$ cat config.mk
export PLATFORM = sky130hd
export DESIGN_NAME = idu_rf_pipex
export DESIGN_NICKNAME = d
export VERILOG_FILES = /design/src/rtl/idu_rf_pkg.sv /design/src/rtl/idu_rf_fwd_sel.sv /design/src/rtl/idu_rf_pipex.sv
export SDC_FILE = /design/constraint.sdc
export NUM_CORES = 1
export LEC_CHECK = 0
export ABC_AREA = 1
export ABC_CLOCK_PERIOD_IN_PS = 8300
export CORE_AREA = 3 3 462 464
export CTS_CLUSTER_DIAMETER = 50
export DETAILED_ROUTE_END_ITERATION = 10
export DIE_AREA = 0 0 465 467
export HOLD_SLACK_MARGIN = 0.12
export PLACE_DENSITY = 0.38
export SLEW_MARGIN = 25
export SYNTH_ARGS = -nofsm -noshare
export SYNTH_HDL_FRONTEND = slang
export SYNTH_HIERARCHICAL = 1
export SYNTH_SLANG_ARGS = --single-unit
export TNS_END_PERCENT = 20
$ cat constraint.sdc
create_clock -name clk -period 8.3 [get_ports clk]
set_clock_uncertainty 0.1 [all_clocks]
set_input_delay 1.245 -clock clk [delete_from_list [all_inputs] [get_ports clk]]
set_output_delay 1.245 -clock clk [all_outputs]
set_load 0.05 [all_outputs]
$ cat src/rtl/idu_rf_pkg.sv
// Shared default constants for the parametrised register-read stage.
package idu_rf_pkg;

  localparam int XLEN_D    = 64;
  localparam int PREG_W_D  = 6;
  localparam int IID_W_D   = 5;
  localparam int FWD_NUM_D = 8;

endpackage

$ cat src/rtl/idu_rf_fwd_sel.sv
// Priority bypass match-and-select for one source operand; lowest port index wins.
module idu_rf_fwd_sel
  import idu_rf_pkg::*;
#(
  parameter int XLEN    = XLEN_D,
  parameter int PREG_W  = PREG_W_D,
  parameter int FWD_NUM = FWD_NUM_D
) (
  input  logic                      psrc_vld,
  input  logic [PREG_W-1:0]         psrc,
  input  logic [FWD_NUM-1:0]        fwd_vld,
  input  logic [FWD_NUM*PREG_W-1:0] fwd_preg,
  input  logic [FWD_NUM*XLEN-1:0]   fwd_result,
  output logic                      hit,
  output logic [XLEN-1:0]           value
);

  logic [FWD_NUM-1:0] match;

  generate
    for (genvar gi = 0; gi < FWD_NUM; gi++) begin : g_match
      assign match[gi] = fwd_vld[gi] & (fwd_preg[gi*PREG_W +: PREG_W] == psrc);
    end
  endgenerate

  // Scan from the highest index down so the lowest matching port is the last writer.
  always_comb begin
    hit   = psrc_vld & (|match);
    value = '0;
    for (int j = FWD_NUM - 1; j >= 0; j--) begin
      if (match[j]) begin
        value = fwd_result[j*XLEN +: XLEN];
      end
    end
  end

endmodule

$ cat src/rtl/idu_rf_pipex.sv
// Register-read stage for one issue pipe: uop latch, regfile read, bypass resolve, EX handshake.
// Optional bypass capture during stalls is enabled by defining RF_PIPE_FWD_CAPTURE_EN.
module idu_rf_pipex
  import idu_rf_pkg::*;
#(
  parameter int XLEN    = XLEN_D,
  parameter int PREG_W  = PREG_W_D,
  parameter int IID_W   = IID_W_D,
  parameter int FWD_NUM = FWD_NUM_D
) (
  input  logic                      clk,
  input  logic                      rst_clk,
  input  logic                      rtu_global_flush,
  input  logic                      idu_rf_vld,
  output logic                      idu_rf_rdy,
  input  logic [IID_W-1:0]          idu_rf_iid,
  input  logic [6:0]                idu_rf_opcode,
  input  logic [6:0]                idu_rf_funct7,
  input  logic [2:0]                idu_rf_funct3,
  input  logic [XLEN-1:0]           idu_rf_pc,
  input  logic                      idu_rf_psrc1_vld,
  input  logic [PREG_W-1:0]         idu_rf_psrc1,
  input  logic                      idu_rf_psrc2_vld,
  input  logic [PREG_W-1:0]         idu_rf_psrc2,
  input  logic                      idu_rf_pdst_vld,
  input  logic [PREG_W-1:0]         idu_rf_pdst,
  input  logic                      idu_rf_imm_vld,
  input  logic [XLEN-1:0]           idu_rf_imm,
  input  logic [FWD_NUM-1:0]        fwd_vld,
  input  logic [FWD_NUM*PREG_W-1:0] fwd_preg,
  input  logic [FWD_NUM*XLEN-1:0]   fwd_result,
  output logic                      x_rf_preg_psrc1_vld,
  output logic [PREG_W-1:0]         x_rf_preg_psrc1,
  output logic                      x_rf_preg_psrc2_vld,
  output logic [PREG_W-1:0]         x_rf_preg_psrc2,
  input  logic [XLEN-1:0]           x_rf_psrc1_value,
  input  logic [XLEN-1:0]           x_rf_psrc2_value,
  input  logic                      ex_rf_rdy,
  output logic                      pipe_vld,
  output logic [IID_W-1:0]          pipe_iid,
  output logic [6:0]                pipe_opcode,
  output logic [6:0]                pipe_funct7,
  output logic [2:0]                pipe_funct3,
  output logic [XLEN-1:0]           pipe_pc,
  output logic                      pipe_psrc1_vld,
  output logic [XLEN-1:0]           pipe_psrc1_value,
  output logic                      pipe_psrc2_vld,
  output logic [XLEN-1:0]           pipe_psrc2_value,
  output logic                      pipe_pdst_vld,
  output logic [PREG_W-1:0]         pipe_pdst,
  output logic                      pipe_imm_vld,
  output logic [XLEN-1:0]           pipe_imm
);

  typedef struct packed {
    logic [IID_W-1:0]  iid;
    logic [6:0]        opcode;
    logic [6:0]        funct7;
    logic [2:0]        funct3;
    logic [XLEN-1:0]   pc;
    logic              psrc1_vld;
    logic [PREG_W-1:0] psrc1;
    logic              psrc2_vld;
    logic [PREG_W-1:0] psrc2;
    logic              pdst_vld;
    logic [PREG_W-1:0] pdst;
    logic              imm_vld;
    logic [XLEN-1:0]   imm;
  } uop_t;

  logic pipe_vld_reg, pipe_vld_next;
  uop_t uop_reg, uop_next, uop_in;
  logic accept, issue;

  assign idu_rf_rdy = ~pipe_vld_reg | ex_rf_rdy;
  assign accept     = idu_rf_vld & idu_rf_rdy;
  assign issue      = pipe_vld_reg & ex_rf_rdy;

  always_comb begin
    uop_in           = '0;
    uop_in.iid       = idu_rf_iid;
    uop_in.opcode    = idu_rf_opcode;
    uop_in.funct7    = idu_rf_funct7;
    uop_in.funct3    = idu_rf_funct3;
    uop_in.pc        = idu_rf_pc;
    uop_in.psrc1_vld = idu_rf_psrc1_vld;
    uop_in.psrc1     = idu_rf_psrc1;
    uop_in.psrc2_vld = idu_rf_psrc2_vld;
    uop_in.psrc2     = idu_rf_psrc2;
    uop_in.pdst_vld  = idu_rf_pdst_vld;
    uop_in.pdst      = idu_rf_pdst;
    uop_in.imm_vld   = idu_rf_imm_vld;
    uop_in.imm       = idu_rf_imm;
  end

  // Flush beats accept; an issue without a replacement drains the payload back to zero.
  always_comb begin
    pipe_vld_next = pipe_vld_reg;
    uop_next      = uop_reg;
    if (rtu_global_flush) begin
      pipe_vld_next = 1'b0;
      uop_next      = '0;
    end else if (accept) begin
      pipe_vld_next = 1'b1;
      uop_next      = uop_in;
    end else if (issue) begin
      pipe_vld_next = 1'b0;
      uop_next      = '0;
    end
  end

  always_ff @(posedge clk or negedge rst_clk) begin
    if (!rst_clk) begin
      pipe_vld_reg <= 1'b0;
      uop_reg      <= '0;
    end else begin
      pipe_vld_reg <= pipe_vld_next;
      uop_reg      <= uop_next;
    end
  end

  logic [1:0]        src_vld;
  logic [PREG_W-1:0] src_preg [2];
  logic [XLEN-1:0]   rf_val   [2];
  logic [1:0]        hit;
  logic [XLEN-1:0]   fwd_val  [2];
  logic [XLEN-1:0]   op_val   [2];

  assign src_vld     = {uop_reg.psrc2_vld, uop_reg.psrc1_vld};
  assign src_preg[0] = uop_reg.psrc1;
  assign src_preg[1] = uop_reg.psrc2;
  assign rf_val[0]   = x_rf_psrc1_value;
  assign rf_val[1]   = x_rf_psrc2_value;

`ifdef RF_PIPE_FWD_CAPTURE_EN
  logic            hold;
  logic [1:0]      cap_vld_reg, cap_vld_next;
  logic [XLEN-1:0] cap_val_reg [2];
  logic [XLEN-1:0] cap_val_next [2];

  assign hold = pipe_vld_reg & ~ex_rf_rdy;

  // A bypass seen during a stall is held so the operand survives the port going idle.
  always_comb begin
    cap_vld_next = cap_vld_reg;
    cap_val_next = cap_val_reg;
    if (rtu_global_flush | accept | issue) begin
      cap_vld_next = '0;
      cap_val_next = '{default: '0};
    end else if (hold) begin
      for (int k = 0; k < 2; k++) begin
        if (src_vld[k] & ~cap_vld_reg[k] & hit[k]) begin
          cap_vld_next[k] = 1'b1;
          cap_val_next[k] = fwd_val[k];
        end
      end
    end
  end

  always_ff @(posedge clk or negedge rst_clk) begin
    if (!rst_clk) begin
      cap_vld_reg <= '0;
      cap_val_reg <= '{default: '0};
    end else begin
      cap_vld_reg <= cap_vld_next;
      cap_val_reg <= cap_val_next;
    end
  end
`endif

  generate
    for (genvar gi = 0; gi < 2; gi++) begin : g_src
      idu_rf_fwd_sel #(
        .XLEN    (XLEN),
        .PREG_W  (PREG_W),
        .FWD_NUM (FWD_NUM)
      ) u_fwd_sel (
        .psrc_vld   (src_vld[gi]),
        .psrc       (src_preg[gi]),
        .fwd_vld    (fwd_vld),
        .fwd_preg   (fwd_preg),
        .fwd_result (fwd_result),
        .hit        (hit[gi]),
        .value      (fwd_val[gi])
      );
`ifdef RF_PIPE_FWD_CAPTURE_EN
      assign op_val[gi] = cap_vld_reg[gi] ? cap_val_reg[gi] :
                          hit[gi]         ? fwd_val[gi]     : rf_val[gi];
`else
      assign op_val[gi] = hit[gi] ? fwd_val[gi] : rf_val[gi];
`endif
    end
  endgenerate

  assign x_rf_preg_psrc1_vld = uop_reg.psrc1_vld;
  assign x_rf_preg_psrc1     = uop_reg.psrc1;
  assign x_rf_preg_psrc2_vld = uop_reg.psrc2_vld;
  assign x_rf_preg_psrc2     = uop_reg.psrc2;

  assign pipe_vld         = pipe_vld_reg;
  assign pipe_iid         = uop_reg.iid;
  assign pipe_opcode      = uop_reg.opcode;
  assign pipe_funct7      = uop_reg.funct7;
  assign pipe_funct3      = uop_reg.funct3;
  assign pipe_pc          = uop_reg.pc;
  assign pipe_psrc1_vld   = uop_reg.psrc1_vld;
  assign pipe_psrc1_value = op_val[0];
  assign pipe_psrc2_vld   = uop_reg.psrc2_vld;
  assign pipe_psrc2_value = op_val[1];
  assign pipe_pdst_vld    = uop_reg.pdst_vld;
  assign pipe_pdst        = uop_reg.pdst;
  assign pipe_imm_vld     = uop_reg.imm_vld;
  assign pipe_imm         = uop_reg.imm;

endmodule

# Word level (Yosys, flattened, before mapping)
# Index checks and enable logic that the tools add are counted.
# word_totals
ff_bits	173
in_bits	873
word_cells	79
# classes
n_eq_ne	16
mux	24
bitwise_logic	22
n_reduce_logical	3
# op_table
cell	count
64-bit two-way mux	18
172-bit two-way mux	3
6-bit == test	16
1-bit bitwise AND	20
8-bit OR reduction	2
1-bit two-way mux	3
3-bit nonzero test	1
1-bit NOT	1
1-bit bitwise OR	1

# Longest topological paths before layout
# Gate-level depths: netlist of run 1.
# depth
word_depth	11
mapped_depth	21
ltp_nobuf	18

# Cells and area by module
# Netlist of run 1, hierarchy kept.
# modules_own_cells
mod	instances	cells_per_inst	area_each_um2
idu_rf_fwd_sel	2	1641	7005.5
idu_rf_pipex	1	1185	8823.5

# Worst setup path after synthesis of run 1
# OpenSTA, ideal clock, no wires.
# synth_timing
kind	input -> output
startpoint	input port fwd_preg[23]
endpoint	output port pipe_psrc1_value[57]
arrival_time_ps	3683
t_required_ps	6955
slack_ps	3272
stages	11
path_buffers	4
path_cell_list	o21ai_0 > nor2_1 > nand4_1 > buf_2 > buf_2 > nand2_1 > nor3_1 > a31oi_1 > buf_2 > clkbuf_1 > o21ai_0
# synth_via
word_cells_on_any_way	9
classes_between	eq/ne: 1; mux: 5; bitwise: 2; reduce/logical: 1
# synth_rtl
item	line_no	source
from (decl)	idu_rf_pipex.sv:30	input logic [FWD_NUM*PREG_W-1:0] fwd_preg,
6-bit == test	idu_rf_fwd_sel.sv:22	assign match[gi] = fwd_vld[gi] & (fwd_preg[gi*PREG_W +: PREG_W] == psrc);
1-bit bitwise AND	idu_rf_fwd_sel.sv:22	
8-bit OR reduction	idu_rf_fwd_sel.sv:28	hit = psrc_vld & (|match);
1-bit bitwise AND	idu_rf_fwd_sel.sv:28	
net hit[0]	idu_rf_pipex.sv:125	logic [1:0] hit;
64-bit two-way mux	idu_rf_pipex.sv:190	assign op_val[gi] = hit[gi] ? fwd_val[gi] : rf_val[gi];
to (decl)	idu_rf_pipex.sv:46	output logic [XLEN-1:0] pipe_psrc1_value,
# The timed path passes the listed nets, and every way through them passes these cells.

==> results of run 1 <==
path summary, 6_finish.rpt:
| check | from | end | depth (start not counted) |
|---|---|---|---|
| min in group asynchronous | rst_clk | pipe_pdst[5]$_DFFE_PN0P_ | 1 |
| max | fwd_preg[19] | pipe_psrc1_value[3] | 15 |
| min reg2reg | pipe_imm[24]$_DFFE_PN0P_ | pipe_imm[24]$_DFFE_PN0P_ | 2 |
| max reg2reg | pipe_vld$_DFFE_PN0P_ | pipe_opcode[1]$_DFFE_PN0P_ | 5 |
| min | pipe_imm[24]$_DFFE_PN0P_ | pipe_imm[24]$_DFFE_PN0P_ | 2 |
| max in group asynchronous | rst_clk | pipe_pc[33]$_DFFE_PN0P_ | 2 |
final cells by class:
| class | count | area [um^2] |
|---|---|---|
| diodes | 50 | 125.1 |
| clock inverters | 14 | 162.7 |
| fillers | 24390 | 171300 |
| flip-flops and latches | 173 | 4330 |
| multi-input cells | 3381 | 14690 |
| repair buffers | 1266 | 12750 |
| clock buffers | 18 | 439.2 |
| well taps | 2805 | 3510 |
| inverters | 598 | 2262 |
metrics by stage:
| stage | total power [uW] | instance area [um^2] | instances |
|---|---|---|---|
| finish | 3398 | 38270 | 8305 |
| global route | 3570 | 38210 | 8280 |
| CTS | 3463 | 38150 | 8255 |
| detailed placement | 2574 | 37540 | 8223 |
| global placement | 2578 | 37540 | 8223 |
| floorplan | 1616 | 22830 | 4467 |
layer usage:
metal / track usage [%] / part of all wire (%) / wire length (um) / vias up
met5: 0 / 0.27 / 555 / -
met4: 7.992 / 4.7 / 9725 / 82
met3: 4.902 / 7.8 / 16240 / 265
met2: 33.06 / 50 / 104100 / 1521
met1: 20.20 / 38 / 78470 / 15670
li1: - / - / - / 15660
kinds of logic (layout without fill, tap and decap cells):
logic type,Yosys count,in the layout
AO/OA/AOI/OAI,561,561
XOR/XNOR,14,14
buffers and inverters,913,1896
flip-flops,173,173
other,0,50
AND/OR/NAND/NOR,2806,2806
synth_stat cells:
master | count | area (um^2)
buf_2 | 178 | 890.9
o21ai_1 | 4 | 20.02
a221oi_2 | 2 | 30.03
nor2_1 | 64 | 240.2
clkbuf_1 | 95 | 356.6
and3_1 | 2 | 12.51
or2_2 | 6 | 37.54
xnor2_1 | 6 | 52.55
a21oi_1 | 259 | 1296
buf_6 | 5 | 56.30
o21ai_4 | 2 | 32.53
buf_4 | 25 | 187.7
xor2_1 | 8 | 70.07
a21boi_1 | 2 | 15.01
o2111a_1 | 2 | 22.52
nor2_4 | 3 | 33.78
nor3_1 | 10 | 50.05
nand3_1 | 492 | 2462
buf_12 | 12 | 240.2
o221ai_1 | 2 | 17.52
nor3_2 | 2 | 20.02
nor2_2 | 8 | 50.05
a31oi_1 | 2 | 12.51
o21ai_0 | 274 | 1371
dfrtp_1 | 173 | 4329
inv_2 | 17 | 63.81
nor4_1 | 2 | 12.51
nand4_1 | 2 | 12.51
nand2_1 | 2110 | 7920
nand2_2 | 105 | 656.9
o22ai_1 | 10 | 62.56
inv_1 | 581 | 2181
a211o_1 | 2 | 17.52
power by group:
part	internal [uW]	switching [uW]
combinational	652	953
sequential	889	48.2
clock	414	443
critical path: stages:
cell,delay [ns]
clkdlybuf4s50_1,0.59
inv_1,0.12
o22ai_1,0.09
nor2_1,0.13
nand4_1,0.42
buf_12,0.36
o21ai_0,0.49
inv_1,0.08
nand2_1,0.07
nand2_1,0.19
nand2_1,0.12
nand2_1,0.15
nand2_1,0.11
o21ai_0,0.18
clkdlybuf4s50_1,0.76
==> summary.md, run 1 <==
| Metric | Value |
|---|---|
| Proportion of synthesized area in mux cells | `0%` |
| Die height | `467 um` |
| H-tree depth reported by CTS | `4` |
| Adder-Cell Fraction of Synth Area | `0%` |
| Synth Instances | `4467` |
| Setup repair bufs after CTS | `0` |
| Final min period | `7.016 ns` |
| DRT iter0 DRCs | `2702` |
| Sink Count | `173` |
| Max-slew violations | `0` |
| Antenna violation net count after detailed routing | `0` |
| GR Util All Layers | `18.38%` |
| Largest net degree at the start of global routing | `138` |
| CP max FO | `127` |
| Dpl ws | `1.230 ns` |
| Routed length per instance | `25.18 um` |
| CP required | `6.95 ns` |
| GR Overflow Total | `0` |
| GPL Wtd Cong | `0.9251` |
| I/O Pins | `1177` |
| CTS tree | `yes` |
| Max_slew headroom | `8.314%` |
| DRC violations left | `0` |
| Final WS setup | `1.284 ns` |
| Layout Utilization | `18.26%` |
| Number of global-route vias before repair | `32680` |
| Clk buf depth | `2` |
| Outcome | `finished clean` |
| Nets | `6310` |
| Num CTS Buffers | `17` |
| CP Data Arrival Time | `5.67 ns` |
| Post-synth cell types | `33` |
| Critical path launch point type | `primary input` |
| DR vias | `33200` |
| Initial antenna violation count | `96` |
| Worst-skew pair later-pin latency | `0.49 ns` |
| Ys Warns | `6` |
| Fmax | `0.1425 GHz` |
| Effective utilization at floorplan | `10.90%` |
| Crit. End Element | `primary output` |
| Hold Vio Cnt, Final | `0` |
| Synth Area in Simple Gates | `50.40%` |
| Area added between synthesis and finish | `67.60%` |
| TritonRoute pass-1 iters | `6` |
| Post-synth design cell area | `22830 um^2` |
| Die ar. | `217200 um^2` |
| Leakage power | `0.01863 uW` |
| CTS resizes | `0` |
| Pwr Density | `88.80 nW/um^2` |
| Maximum VDD drop | `0.1870 mV` |
| R2R Setup Slk | `5.56 ns` |
| Post-synthesis sequential area ratio | `18.96%` |
| CP Class | `primary input to primary output` |
| Unrepaired setup endpoints after global routing | `no` |
| Syn nets | `5340` |
| Hold_buf cts | `0` |
| Setup TNS | `0 ns` |
| IO Port Bufs | `1176` |
| Synth Area in Compound Gates | `12.69%` |
| Xor/xnor share of the synthesized area | `0.5370%` |
| Final wirelength | `209.1 mm` |
| Hold Crit Class | `flop to flop` |
| Syn avg cell area | `5.112 um^2` |
| First-pass GRT wire length | `280.1 mm` |
| Die width | `465 um` |
| DR vias/cell | `3.997` |
| Max-cap violation count | `0` |
| Commonest non-fill, non-tap cell in the layout | `nand2_1` |
| Floorplan core area | `209600 um^2` |
| Post-route clock period utilization | `84.53%` |
| Register bit count reported by yosys | `173` |
| Most frequent cells in the layout | `nand2_1 (2109), clkdlybuf4s50_1 (1174), inv_1 (579), nand3_1 (488), o21ai_0 (274)` |
| HPWL after DPL | `165.3 mm` |
| Worst-margin pin slew | `1.375 ns` |
| CTS root buf | `clkbuf_16` |
| Layout cell share with drive strength beyond 1 | `5.211%` |
| Worst-path clk slew | `0.06 ns` |
| Final hold slack | `0.4048 ns` |
| Rows | `168` |
| Final setup violation count | `0` |
| Combinational family with the most area after synthesis | `simple AND/OR/NAND/NOR gates` |
No activity file was read; power rests on OpenSTA's default activity.
==> run 2, diff against run 1 <==
--- a/config.mk
+++ b/config.mk
@@ -6,7 +6,7 @@
 export NUM_CORES = 1
 export LEC_CHECK = 0
 export ABC_AREA = 1
-export ABC_CLOCK_PERIOD_IN_PS = 8300
+export ABC_CLOCK_PERIOD_IN_PS = 6800
 export CORE_AREA = 3 3 462 464
 export CTS_CLUSTER_DIAMETER = 50
 export DETAILED_ROUTE_END_ITERATION = 10
==> constraint.sdc (replaced) <==
create_clock -name clk -period 6.8 [get_ports clk]
set_clock_uncertainty 0.1 [all_clocks]
set_input_delay 1.02 -clock clk [delete_from_list [all_inputs] [get_ports clk]]
set_output_delay 1.02 -clock clk [all_outputs]
set_load 0.05 [all_outputs]
==> run 2 against run 1 <==
Effect of this change:
- combinational power rose by 22%
- hold slack lost 0.032 ns
- sequential share of layout area about the same
- register-to-register slack got worse by 1.4 ns
- clock-buffer cell count fell by 1
- critical path depth increased by 4
==> summary.md, run 2 (synthesis results as in run 1) <==
| Metric | Value |
|---|---|
| CTS tree | `yes` |
| DR vias/cell | `3.996` |
| Effective utilization at floorplan | `10.90%` |
| CTS resizes | `0` |
| Worst-path clk slew | `0.08 ns` |
| CP Class | `primary input to primary output` |
| Crit-path cells | `clkdlybuf4s50_1 -> nand2_1 -> o21ai_1 -> nor2_1 -> nand2_1 -> nor2_2 -> nor2_4 -> buf_4 -> nand3_1 -> nand2_1 -> nand2_1 -> nand2_1 -> nand2_1 -> nand2_1 -> nand2_1 -> nand2_1 -> nand2_1 -> o21ai_0 -> clkdlybuf4s50_1` |
| Outcome | `finished clean` |
| Multi-input logic area | `14690 um^2` |
| HPWL after DPL | `160.6 mm` |
| Die ar. | `217200 um^2` |
| Rows | `168` |
| CP peak stage delay | `0.86 ns` |
| Final setup violation count | `0` |
| Floorplan core area | `209600 um^2` |
| DR vias | `33140` |
| TritonRoute pass-1 iters | `6` |
| Routed length per instance | `24.58 um` |
| Die width | `465 um` |
| Num CTS Buffers | `17` |
| CP max FO | `32` |
| IO Port Bufs | `1176` |
| Worst-skew pair later-pin latency | `0.47 ns` |
| Power Total | `4169 uW` |
| H-tree depth reported by CTS | `4` |
| Crit. End Element | `primary output` |
| Leakage power | `0.01879 uW` |
| Fmax | `0.1545 GHz` |
| DRC violations left | `0` |
| Final WS setup | `0.3273 ns` |
| Post-route clock period utilization | `95.19%` |
| First-pass GRT wire length | `273.7 mm` |
| Nets | `6308` |
| Layout Utilization | `18.33%` |
| Final wirelength | `203.8 mm` |
| Setup repair bufs after CTS | `0` |
| Initial antenna violation count | `103` |
| Sink Count | `173` |
| GR Overflow Total | `0` |
| GPL Wtd Cong | `0.9183` |
| Critical path launch point type | `primary input` |
| Unrepaired setup endpoints after global routing | `no` |
| DRT iter0 DRCs | `2752` |
| CP Data Arrival Time | `5.35 ns` |
| CTS root buf | `clkbuf_16` |
| Hold Vio Cnt, Final | `0` |
| Most frequent cells in the layout | `nand2_1 (2109), clkdlybuf4s50_1 (1111), inv_1 (579), nand3_1 (488), o21ai_0 (273)` |
| Register area | `4329 um^2` |
| Commonest non-fill, non-tap cell in the layout | `nand2_1` |
| Layout cell share with drive strength beyond 1 | `6.296%` |
| Area added between synthesis and finish | `68.25%` |
| Pwr Density | `108.5 nW/um^2` |
| Maximum VDD drop | `0.2124 mV` |
| Clk buf depth | `2` |
| Setup TNS | `0 ns` |
| I/O Pins | `1177` |
| Critical Path Start | `fwd_preg[40]` |
| Max-cap violation count | `0` |
| Number of global-route vias before repair | `32310` |
| Max_slew headroom | `28.28%` |
| Dpl ws | `0.3889 ns` |
| Die height | `467 um` |
| GR Util All Layers | `17.84%` |
| CP required | `5.68 ns` |
| Antenna violation net count after detailed routing | `0` |
| Worst-margin pin slew | `1.076 ns` |
| R2r startpoint | `pipe_vld$_DFFE_PN0P_` |
| Hold Crit Class | `primary input to asynchronous set/reset pin` |
| Slowest-stage cell, CP | `clkdlybuf4s50_1` |
| Final min period | `6.473 ns` |
| Fill count | `24260` |
| CP most frequent cell | `nand2_1` |
| Largest net degree at the start of global routing | `131` |
| Max-slew violations | `0` |
| Hold_buf cts | `0` |
==> run 2: cell types whose count changed in the layout (fill, tap and decap cells not counted), sizes merged <==
cell,change
buf,+61
diode,-10
inv,-1
bufinv,+1
clkinv,+1
clkbuf,-1
clkdlybuf4s50,-63
==> run 2: final timing paths <==
path	to	slack [ns]	depth (start not counted)
max in group asynchronous	pipe_pc[30]$_DFFE_PN0P_	4.98	2
min in group clk	pipe_imm[36]$_DFFE_PN0P_	0.41	2
worst min-delay path	pipe_pdst_vld$_DFFE_PN0P_	0.37	1
worst max-delay path	pipe_psrc2_value[12]	0.33	19
worst min register to register	pipe_imm[36]$_DFFE_PN0P_	0.41	2
worst max register to register	pipe_imm[63]$_DFFE_PN0P_	4.17	5
==> run 2: metrics by stage <==
stage	cell area, um^2	std cells	hold WS (ns)
after floorplan	22830	4467	0.6244
after global placement	37670	8220	0.3838
after detailed placement	37670	8220	0.3868
after CTS	38290	8252	0.3523
after global routing	38360	8269	0.3740
final	38420	8293	0.3725
==> run 2: final cells by class <==
cell class,count,share of cell area [%]
Antenna cell,40,0.2605
Clock buffer,17,1.107
Clock inverter,15,0.5081
Inverter,598,5.888
Multi-Input combinational cell,3381,38.23
Sequential cell,173,11.27
Tap cell,2805,9.135
Timing Repair Buffer,1264,33.60
==> run 2: critical path: cells and delay by family <==
kind	cells	cell delay (ns)
compound gates	2	0.20
simple gates	14	1.87
buf+inv	3	2.09
==> run 2: power breakdown <==
group          internal, uW  switching [uW]  total (uW)
registers              1090            54.5        1140
logic                   809            1150        1960
clock network           533             538        1070
total                  2430            1740        4170
==> run 2: layer usage <==
layer / share of wire [%] / track usage (%) / vias up
met2: 51 / 33.26 / 1474
met5: 0.26 / 0 / -
met4: 3.8 / 6.140 / 82
li1: - / - / 15670
met1: 37 / 19.43 / 15630
met3: 7.7 / 4.524 / 286
